**src/rtl/batch_issuer.sv**
```systemverilog
// batch_issuer: walks SBR -> SRR chain -> request chain and streams each
// request out on a valid/ready issue port.
// Every table read has 2-cycle latency. The address register holds its value
// until the data is sampled. A 3-bit valid shift register tracks the read.
// Optional feature: BATCH_ISSUER_COUNT_CHECK_EN builds a sticky err flag. The
// flag is set when the number of issued requests differs from the SBR total.
module batch_issuer #(
    parameter int SBR_ID_WIDTH     = 3,
    parameter int SRR_ID_WIDTH     = 3,
    parameter int REQUEST_ID_WIDTH = 4,
    parameter int BANK_GROUP_WIDTH = 2,
    parameter int BANK_WIDTH       = 2,
    parameter int ROW_WIDTH        = 8
) (
    input  logic                        clk,
    input  logic                        rst,
    input  logic                        start,
    output logic                        done,
    output logic                        busy,
    input  logic [SBR_ID_WIDTH-1:0]     critical_sbr,
    output logic [SBR_ID_WIDTH-1:0]     sbr_rd_addr,
    input  logic [SRR_ID_WIDTH-1:0]     sbr_rd_head_srr,
    input  logic [SRR_ID_WIDTH-1:0]     sbr_rd_row_count,
    input  logic [REQUEST_ID_WIDTH-1:0] sbr_rd_total_requests,
    output logic [SRR_ID_WIDTH-1:0]     srr_rd_addr,
    input  logic [REQUEST_ID_WIDTH-1:0] srr_rd_head_req,
    input  logic [REQUEST_ID_WIDTH-1:0] srr_rd_count,
    input  logic [SRR_ID_WIDTH-1:0]     srr_rd_next,
    output logic [REQUEST_ID_WIDTH-1:0] req_rd_addr,
    input  logic [REQUEST_ID_WIDTH-1:0] req_rd_next,
    input  logic [BANK_GROUP_WIDTH-1:0] req_rd_bank_group,
    input  logic [BANK_WIDTH-1:0]       req_rd_bank,
    input  logic [ROW_WIDTH-1:0]        req_rd_row,
    output logic                        iss_valid,
    input  logic                        iss_ready,
    output logic [REQUEST_ID_WIDTH-1:0] iss_req_id,
    output logic [BANK_GROUP_WIDTH-1:0] iss_bank_group,
    output logic [BANK_WIDTH-1:0]       iss_bank,
    output logic [ROW_WIDTH-1:0]        iss_row,
    output logic                        iss_row_first,
    output logic                        iss_last,
    output logic                        err
);

    typedef enum logic [2:0] {IDLE, RD_SBR, RD_SRR, RD_REQ, ISSUE, DONE} state_t;

    localparam logic [SRR_ID_WIDTH-1:0]     ROW_ONE = 1;
    localparam logic [REQUEST_ID_WIDTH-1:0] REQ_ONE = 1;

    state_t                      state, state_nxt;
    logic [2:0]                  rd_pipe;      // bit 2 = read data valid this cycle
    logic                        rd_hit;
    logic                        xfer;
    logic [SRR_ID_WIDTH-1:0]     rows_left, next_srr;
    logic [REQUEST_ID_WIDTH-1:0] reqs_left, next_req, issued_cnt;
    logic                        row_first;

    assign rd_hit   = rd_pipe[2];
    assign xfer     = iss_valid && iss_ready;
    // Counters are frozen during ISSUE, so this is exact for the whole beat
    assign iss_last = (state == ISSUE) && (reqs_left == REQ_ONE) && (rows_left == ROW_ONE);

    // State register
    always_ff @(posedge clk or posedge rst) begin
        if (rst) state <= IDLE;
        else     state <= state_nxt;
    end

    // Next-state decode
    always_comb begin
        state_nxt = state;
        case (state)
            IDLE:   if (start) state_nxt = RD_SBR;
            RD_SBR: if (rd_hit) state_nxt = (sbr_rd_row_count == '0) ? DONE : RD_SRR;
            RD_SRR: if (rd_hit) begin
                        if (srr_rd_count != '0)      state_nxt = RD_REQ;
                        else if (rows_left == ROW_ONE) state_nxt = DONE;
                        else                           state_nxt = RD_SRR;
                    end
            RD_REQ: if (rd_hit) state_nxt = ISSUE;
            ISSUE:  if (xfer) begin
                        if (reqs_left > REQ_ONE)      state_nxt = RD_REQ;
                        else if (rows_left > ROW_ONE) state_nxt = RD_SRR;
                        else                          state_nxt = DONE;
                    end
            DONE:   state_nxt = IDLE;
            default: state_nxt = IDLE;
        endcase
    end

    // Walk datapath: table addresses, counters, chain links, issue fields
    always_ff @(posedge clk or posedge rst) begin
        if (rst) begin
            rd_pipe        <= '0;
            sbr_rd_addr    <= '0;
            srr_rd_addr    <= '0;
            req_rd_addr    <= '0;
            rows_left      <= '0;
            reqs_left      <= '0;
            next_srr       <= '0;
            next_req       <= '0;
            issued_cnt     <= '0;
            row_first      <= 1'b0;
            iss_valid      <= 1'b0;
            iss_req_id     <= '0;
            iss_bank_group <= '0;
            iss_bank       <= '0;
            iss_row        <= '0;
            iss_row_first  <= 1'b0;
            done           <= 1'b0;
            busy           <= 1'b0;
        end else begin
            rd_pipe <= {rd_pipe[1:0], 1'b0};
            done    <= (state == DONE);
            busy    <= (state != IDLE);
            case (state)
                IDLE: if (start) begin
                    sbr_rd_addr <= critical_sbr;
                    rd_pipe     <= 3'b001;
                    rows_left   <= '0;
                    reqs_left   <= '0;
                    issued_cnt  <= '0;
                    row_first   <= 1'b0;
                end
                RD_SBR: if (rd_hit) begin
                    rows_left <= sbr_rd_row_count;
                    if (sbr_rd_row_count != '0) begin
                        srr_rd_addr <= sbr_rd_head_srr;
                        rd_pipe     <= 3'b001;
                    end
                end
                RD_SRR: if (rd_hit) begin
                    reqs_left <= srr_rd_count;
                    next_srr  <= srr_rd_next;
                    row_first <= 1'b1;
                    if (srr_rd_count != '0) begin
                        req_rd_addr <= srr_rd_head_req;
                        rd_pipe     <= 3'b001;
                    end else begin
                        // Empty SRR: consume the row and follow the link only if rows remain
                        rows_left <= rows_left - ROW_ONE;
                        if (rows_left != ROW_ONE) begin
                            srr_rd_addr <= srr_rd_next;
                            rd_pipe     <= 3'b001;
                        end
                    end
                end
                RD_REQ: if (rd_hit) begin
                    iss_valid      <= 1'b1;
                    iss_req_id     <= req_rd_addr;
                    iss_bank_group <= req_rd_bank_group;
                    iss_bank       <= req_rd_bank;
                    iss_row        <= req_rd_row;
                    iss_row_first  <= row_first;
                    next_req       <= req_rd_next;
                end
                ISSUE: if (xfer) begin
                    iss_valid     <= 1'b0;
                    iss_row_first <= 1'b0;
                    row_first     <= 1'b0;
                    reqs_left     <= reqs_left - REQ_ONE;
                    issued_cnt    <= issued_cnt + REQ_ONE;
                    if (reqs_left > REQ_ONE) begin
                        req_rd_addr <= next_req;
                        rd_pipe     <= 3'b001;
                    end else if (rows_left > ROW_ONE) begin
                        rows_left   <= rows_left - ROW_ONE;
                        srr_rd_addr <= next_srr;
                        rd_pipe     <= 3'b001;
                    end
                end
                default: ;
            endcase
        end
    end

`ifdef BATCH_ISSUER_COUNT_CHECK_EN
    logic [REQUEST_ID_WIDTH-1:0] total;

    // Latch the expected request total when the SBR read returns
    always_ff @(posedge clk or posedge rst) begin
        if (rst)                        total <= '0;
        else if (state == IDLE && start) total <= '0;
        else if (state == RD_SBR && rd_hit) total <= sbr_rd_total_requests;
    end

    // Sticky mismatch flag, evaluated in the single DONE cycle
    always_ff @(posedge clk or posedge rst) begin
        if (rst)                         err <= 1'b0;
        else if (state == IDLE && start) err <= 1'b0;
        else if (state == DONE && issued_cnt != total) err <= 1'b1;
    end
`else
    logic unused_total;
    assign unused_total = ^sbr_rd_total_requests;
    assign err = 1'b0;
`endif

endmodule

```
**config.mk**
```make
export PLATFORM = sky130hd
export DESIGN_NAME = batch_issuer
export DESIGN_NICKNAME = d
export VERILOG_FILES = /design/src/rtl/batch_issuer.sv
export SDC_FILE = /design/constraint.sdc
export NUM_CORES = 1
export LEC_CHECK = 0
export CAP_MARGIN = 5
export CORE_MARGIN = 2
export CORE_UTILIZATION = 47
export CTS_CLUSTER_SIZE = 8
export DETAILED_ROUTE_END_ITERATION = 16
export PLACE_DENSITY = 0.88
export SYNTH_ARGS = -nofsm -noshare
export SYNTH_HDL_FRONTEND = slang
export SYNTH_SLANG_ARGS = --single-unit
```
**constraint.sdc**
```tcl
create_clock -name clk -period 2.81 [get_ports clk]
set_clock_uncertainty 0.1 [all_clocks]
set_input_delay 0.281 -clock clk [delete_from_list [all_inputs] [get_ports clk]]
set_output_delay 0.281 -clock clk [all_outputs]
set_load 0.01 [all_outputs]
```
# Word-level counts from Yosys, hierarchy flattened
# Cells that the tools add are included.
dict set report op_classes {
  n_addsub 2
  order_cmp 2
  eq_ne 20
  muxes 54
  n_reduce_logical 22
}
# cell n
set ops {}
lappend ops {{two-way mux 3 bit} 34}
lappend ops {{two-way mux 4 bit} 7}
lappend ops {{one-hot mux 3 bit (4 select lines)} 2}
lappend ops {{inequality test 2 bit (second input constant)} 10}
lappend ops {{one-hot mux 3 bit (5 select lines)} 1}
lappend ops {{one-hot mux 4 bit (3 select lines)} 1}
lappend ops {{nonzero test 3 bit} 4}
lappend ops {{AND reduction 5 bit} 2}
lappend ops {{one-hot mux 3 bit (3 select lines)} 1}
lappend ops {{AND reduction 9 bit} 1}
lappend ops {{one-hot mux 4 bit (2 select lines)} 1}
lappend ops {{AND reduction 8 bit} 1}
lappend ops {{nonzero test 4 bit} 2}
lappend ops {{== test 3 x 1 -> 1 bit (second input constant)} 2}
lappend ops {{== test 3 x 2 -> 1 bit (second input constant)} 2}
lappend ops {{== test 3 bit (second input constant)} 2}
lappend ops {{logical NOT 3 bit} 2}
lappend ops {{AND reduction 2 bit} 3}
lappend ops {{== test 4 x 1 -> 1 bit (second input constant)} 1}
lappend ops {{greater-than comparator 4 x 1 -> 1 bit (second input constant)} 1}
lappend ops {{two-way mux 1 bit} 4}
lappend ops {{inequality test 2 x 1 -> 1 bit (second input constant)} 2}
lappend ops {{one-hot mux 1 bit (2 select lines)} 2}
lappend ops {{AND reduction 4 bit} 1}
lappend ops {{other kinds (8)} 11}
dict set report word_totals {
  reg_bits 51
  in_bits 44
  output_inout_bits 32
  word_cells 118
}

# Depth between registers and ports, before layout
dict set report logic_depth {
  depth_word 5
  depth_mapped 7
  mapped_depth_nobuf 7
}

# Worst setup path before layout
# Ideal clock, no wire load.
dict set report synth_timing {
  kind {register to register}
  from {register state[0]}
  to {register req_rd_addr[1]}
  setup_time_ns 0.125
  arrival_time_ns 1.712
  t_required_ns 2.585
  path_slack_ns 0.874
  path_stages_with_launch 6
  n_path_buf 1
  synth_period_minus_slack_ns 1.936
  path_cell_list {dfrtp_1 > buf_6 > nor3b_2 > nor2_2 > a2111oi_4 > mux2_2}
}
dict set report synth_between {
  elab_chain_len 3
  word_cells_on_any_way 9
  cone_classes {eq/ne (6); mux (1); reduce/logical (2)}
}
# item line
set synth_lines {}
lappend synth_lines {{start, declared} 50} ;# state_t state, state_nxt;
lappend synth_lines {{start signal, assigned} 66} ;# else state <= state_nxt;
lappend synth_lines {{== test 3 x 2 -> 1 bit / == test 3 bit (equally long branches)} 116} ;# case (state)
lappend synth_lines {{inequality test 2 bit (no source line), or another cell as far along} --}
lappend synth_lines {{AND reduction 5 bit (no source line)} --}
lappend synth_lines {{end signal, assigned} 137} ;# req_rd_addr <= srr_rd_head_req;
lappend synth_lines {{end signal, assigned} 164} ;# req_rd_addr <= next_req;
lappend synth_lines {{end, declared} 29} ;# output logic [REQUEST_ID_WIDTH-1:0] req_rd_addr,
# Parallel ways exist; a longest one is shown, timed or not.
# A chain may end at the register's enable or synchronous reset.

# Worst setup path after layout
dict set report layout_timing {
  from {register state[0]}
  to {output port iss_last}
}
dict set report layout_between {
  elab_chain_len 3
}
# item line
set layout_lines {}
lappend layout_lines {{== test 3 bit} 61} ;# assign iss_last = (state == ISSUE) && (reqs_left == REQ_ONE) && (rows_left == ROW_ONE);
lappend layout_lines {{logical AND 1 bit (2 in series)} 61}
lappend layout_lines {{end, declared} 41} ;# output logic iss_last,
# No other way between the ends.

==> key figures <==
Status
  • Status: complete, no violations

Logic synthesis
  • Cell taking the most area after synthesis: dfrtp_1
  • Cells after Synth: between 200 and 250
  • Register area share after synthesis: 0.491
  • Synth warn: 0
  • Async SR Flop Fraction: 1.00
  • Avg Cell Area, Syn: 11.5 um^2
  • Syn Std Cell Area: 2600 um^2
  • Main synth FF type: dfrtp_1
  • Distinct cells, synth: 47
  • Share of the synthesized area in the top cell type: 0.491
  • Post-synthesis register bit count: 51
  • EDFF count, synth: 0
  • Syn nets: 273
  • Area contributors post-synth: dfrtp_1, mux2_4, mux2_2, nand2_1, ha_1

Layout
  • Area Growth Syn to Fin: 34.2%
  • Register area: around 1300 um^2
  • Filler cell count: approximately 440
  • Final nets: approximately 350
  • Multi-input logic area: about 1200 um^2
  • Share of cells above drive strength 1: 0.192
  • Post-layout util: 0.645
  • Antenna diode count: 0

Drt
  • Routed via count: 2044
  • Number of iterations in the first detailed-routing pass: 5
  • DRT Wirelength: 5780 um
  • Wire per inst: between 15 and 20 um
  • Via/cell ratio: approximately 5.5
  • Initial DRC count: 181
  • ANT nets after route: 0
  • # DRC: 0

Clock tree
  • Total CTS buffers: 5
  • CTS root buf: clkbuf_8
  • Max Root-Sink Buffers: 2
  • # hold bufs at CTS: 0
  • CTS tree: yes
  • Clk Latency, worst-skew pair: 0.31 ns
  • CTS H-tree lvls: 2
  • Clk sinks: 51
  • Postcts setup bufs: 0
  • Worst-path clk slew: 0.09 ns
  • Cts repair resizes: 0

Worst setup path
  • Worst path arrival time: between 2 and 2.5 ns
  • Crit start category: flop
  • Setup CP Type: reg2out
  • Crit. End Element: primary output
  • Crit path required time: 2.43 ns
  • Worst-path maximum fanout: 11

Global routing
  • GR Util All Layers: 0.198
  • Gr ovfl total: 0
  • GR Util met1: 0.250
  • Met2 Track Usage GR: 0.342
  • Busiest grt layer: met2
  • M3 GR Usage: 0.0529
  • Initial antenna violation count: 0
  • Vias in the first global route: 1987
  • Largest net degree at the start of global routing: 52
  • First-pass GRT wire length: 9380 um

Placed design
  • PortBufs: 70
  • Dpl ws: 0.472 ns
  • Final GP Congestion: around 0.93
  • Post-detail-place hpwl: 4210 um

Power
  • Pwr/cell area: approximately 360 nW/um^2
  • P_leak: 0.00160 uW
  • Net Sw Power: 277 uW
  • Switch share: 0.218
  • Combinational share of power: 0.070
  • Seq pwr share: 0.579
  • Clock network power share: 0.351
  • Total internal power: 990 uW
  • Max VDD drop: 0.271 mV

STA
  • Setup_tns: 0 ns
  • Unrepaired setup endpoints after global routing: false
  • Post-route setup slack: around 0.33 ns
  • Final min period: 2.48 ns
  • Tcrit/Tclk final: 0.881
  • Setup-failing EPs final: 0
  • Maximum clock rate: ~400 MHz
  • Worst-Margin Slew: roughly 0.64 ns
  • WHS: 0.350 ns
  • Final-report max-slew violation count: 0
  • Fin. Hold Viols: 0
  • Rel. slew slack: 0.576

Floorplanning
  • Chip height: 78.3 um
  • Initial Utilization: 0.481
  • Die W: 78.3 um
  • Die area: 6140 um^2
  • Core Region: 5410 um^2
  • Num rows: 27
  • # IOs: 76

Job
  • Max Cap Violations: 0

Min path
  • Hold Path Class: in2async
==> cell usage after synthesis, types with 2 or more instances <==
library cell	instances
nor4_1	2
a221o_1	2
a22oi_1	6
mux2_2	16
nand2_1	30
nand3_1	3
inv_1	10
clkbuf_1	3
nand2b_1	2
o211ai_1	3
mux2_4	16
buf_4	2
nand3b_1	3
ha_1	4
nor3_1	3
o22ai_1	4
and3_1	3
or4_1	2
mux2_1	4
nor2_1	10
nor2b_1	6
dfrtp_1	51
o21ai_0	9
a21o_1	2
buf_6	3
buf_2	2
a21oi_1	3
or3_1	2
==> cells by family after synthesis <==
logic type | Yosys count | share of synthesized area
AOI/OAI and AO/OA | 37 | 0.110
DFF | 51 | 0.491
buffers and inverters | 20 | 0.0414
adders and majority gates | 4 | 0.0193
muxes | 37 | 0.183
xor gates and xnor gates | 1 | 0.00337
other | 1 | 0.00144
and+or+nand+nor | 74 | 0.150
==> area by class of cell <==
cell class	count	area share
Sequential cell	51	0.366
Multi-Input combinational cell	154	0.348
Timing Repair Buffer	79	0.220
Tap cell	72	0.0259
Clock buffer	6	0.0237
Inverter	10	0.0108
Clock inverter	2	0.00467
==> stage by stage <==
step / instance area [um^2] / total power (uW) / std cells
after floorplan: 2600 / 771 / 225
after global placement: 3390 / 834 / 366
after detailed placement: 3390 / 836 / 366
after CTS: 3480 / 1280 / 374
after global routing: 3480 / 1310 / 374
final: 3480 / 1270 / 374
==> placed cells by master (no fill, tap or decap), types with 3 or more instances in the layout <==
| master | instances |
|---|---|
| a21oi_1 | 3 |
| a22oi_1 | 6 |
| and3_1 | 3 |
| buf_4 | 9 |
| clkbuf_8 | 6 |
| clkdlybuf4s50_1 | 70 |
| dfrtp_1 | 51 |
| ha_1 | 4 |
| inv_1 | 9 |
| mux2_1 | 4 |
| mux2_2 | 16 |
| mux2_4 | 16 |
| nand2_1 | 30 |
| nand3_1 | 3 |
| nand3b_1 | 3 |
| nor2_1 | 10 |
| nor2b_1 | 6 |
| nor3_1 | 3 |
| o211ai_1 | 3 |
| o21ai_0 | 9 |
| o22ai_1 | 4 |
==> flip-flops by register name (all words and copies together), names as in the netlist, 2 cells and up <==
name / cells
iss_req_id: 4
state: 3
next_srr: 3
req_rd_addr: 4
rows_left: 3
reqs_left: 4
iss_row: 8
srr_rd_addr: 3
rd_pipe: 3
sbr_rd_addr: 3
next_req: 4
iss_bank: 2
iss_bank_group: 2
==> metal layers <==
metal / vias up / part of all wire / wire length (um)
met2: 73 / 0.51 / 2980
met4: 0 / 0.0066 / 38
met5: - / 0 / 0
li1: 950 / - / -
met3: 5 / 0.055 / 320
met1: 1016 / 0.42 / 2450
==> worst max-delay path, stage by stage (launching register included) <==
cell,delay (ns)
dfrtp_1,0.53
nor3b_4,0.43
and4_1,0.28
clkdlybuf4s50_1,0.54
==> worst paths after layout <==
kind                                 startpoint                         end  slack (ns)  depth (start not counted)
setup / recovery           state[0]$_DFFE_PP0P_                    iss_last        0.33                          3
hold / removal                              rst   iss_req_id[0]$_DFFE_PP0P_        0.35                          3
setup reg to reg           state[1]$_DFFE_PP0P_  req_rd_addr[3]$_DFFE_PP0P_        0.50                          5
hold reg to reg            rd_pipe[1]$_DFF_PP0_        rd_pipe[2]$_DFF_PP0_        0.37                          1
max in group asynchronous                   rst    rows_left[2]$_DFFE_PP0P_        1.83                          3
min in group clk           rd_pipe[1]$_DFF_PP0_        rd_pipe[2]$_DFF_PP0_        0.37                          1
==> power groups by stage <==
stage | Clock [uW] | Combinational, uW | Sequential, uW
after floorplan | 0 | 23.1 | 748
after global placement | 0 | 86.5 | 748
after detailed placement | 0 | 88.6 | 748
after CTS | 456 | 89.2 | 733
after global routing | 485 | 95.8 | 733
final | 445 | 88.1 | 733
(Power assumes the default switching activity.)
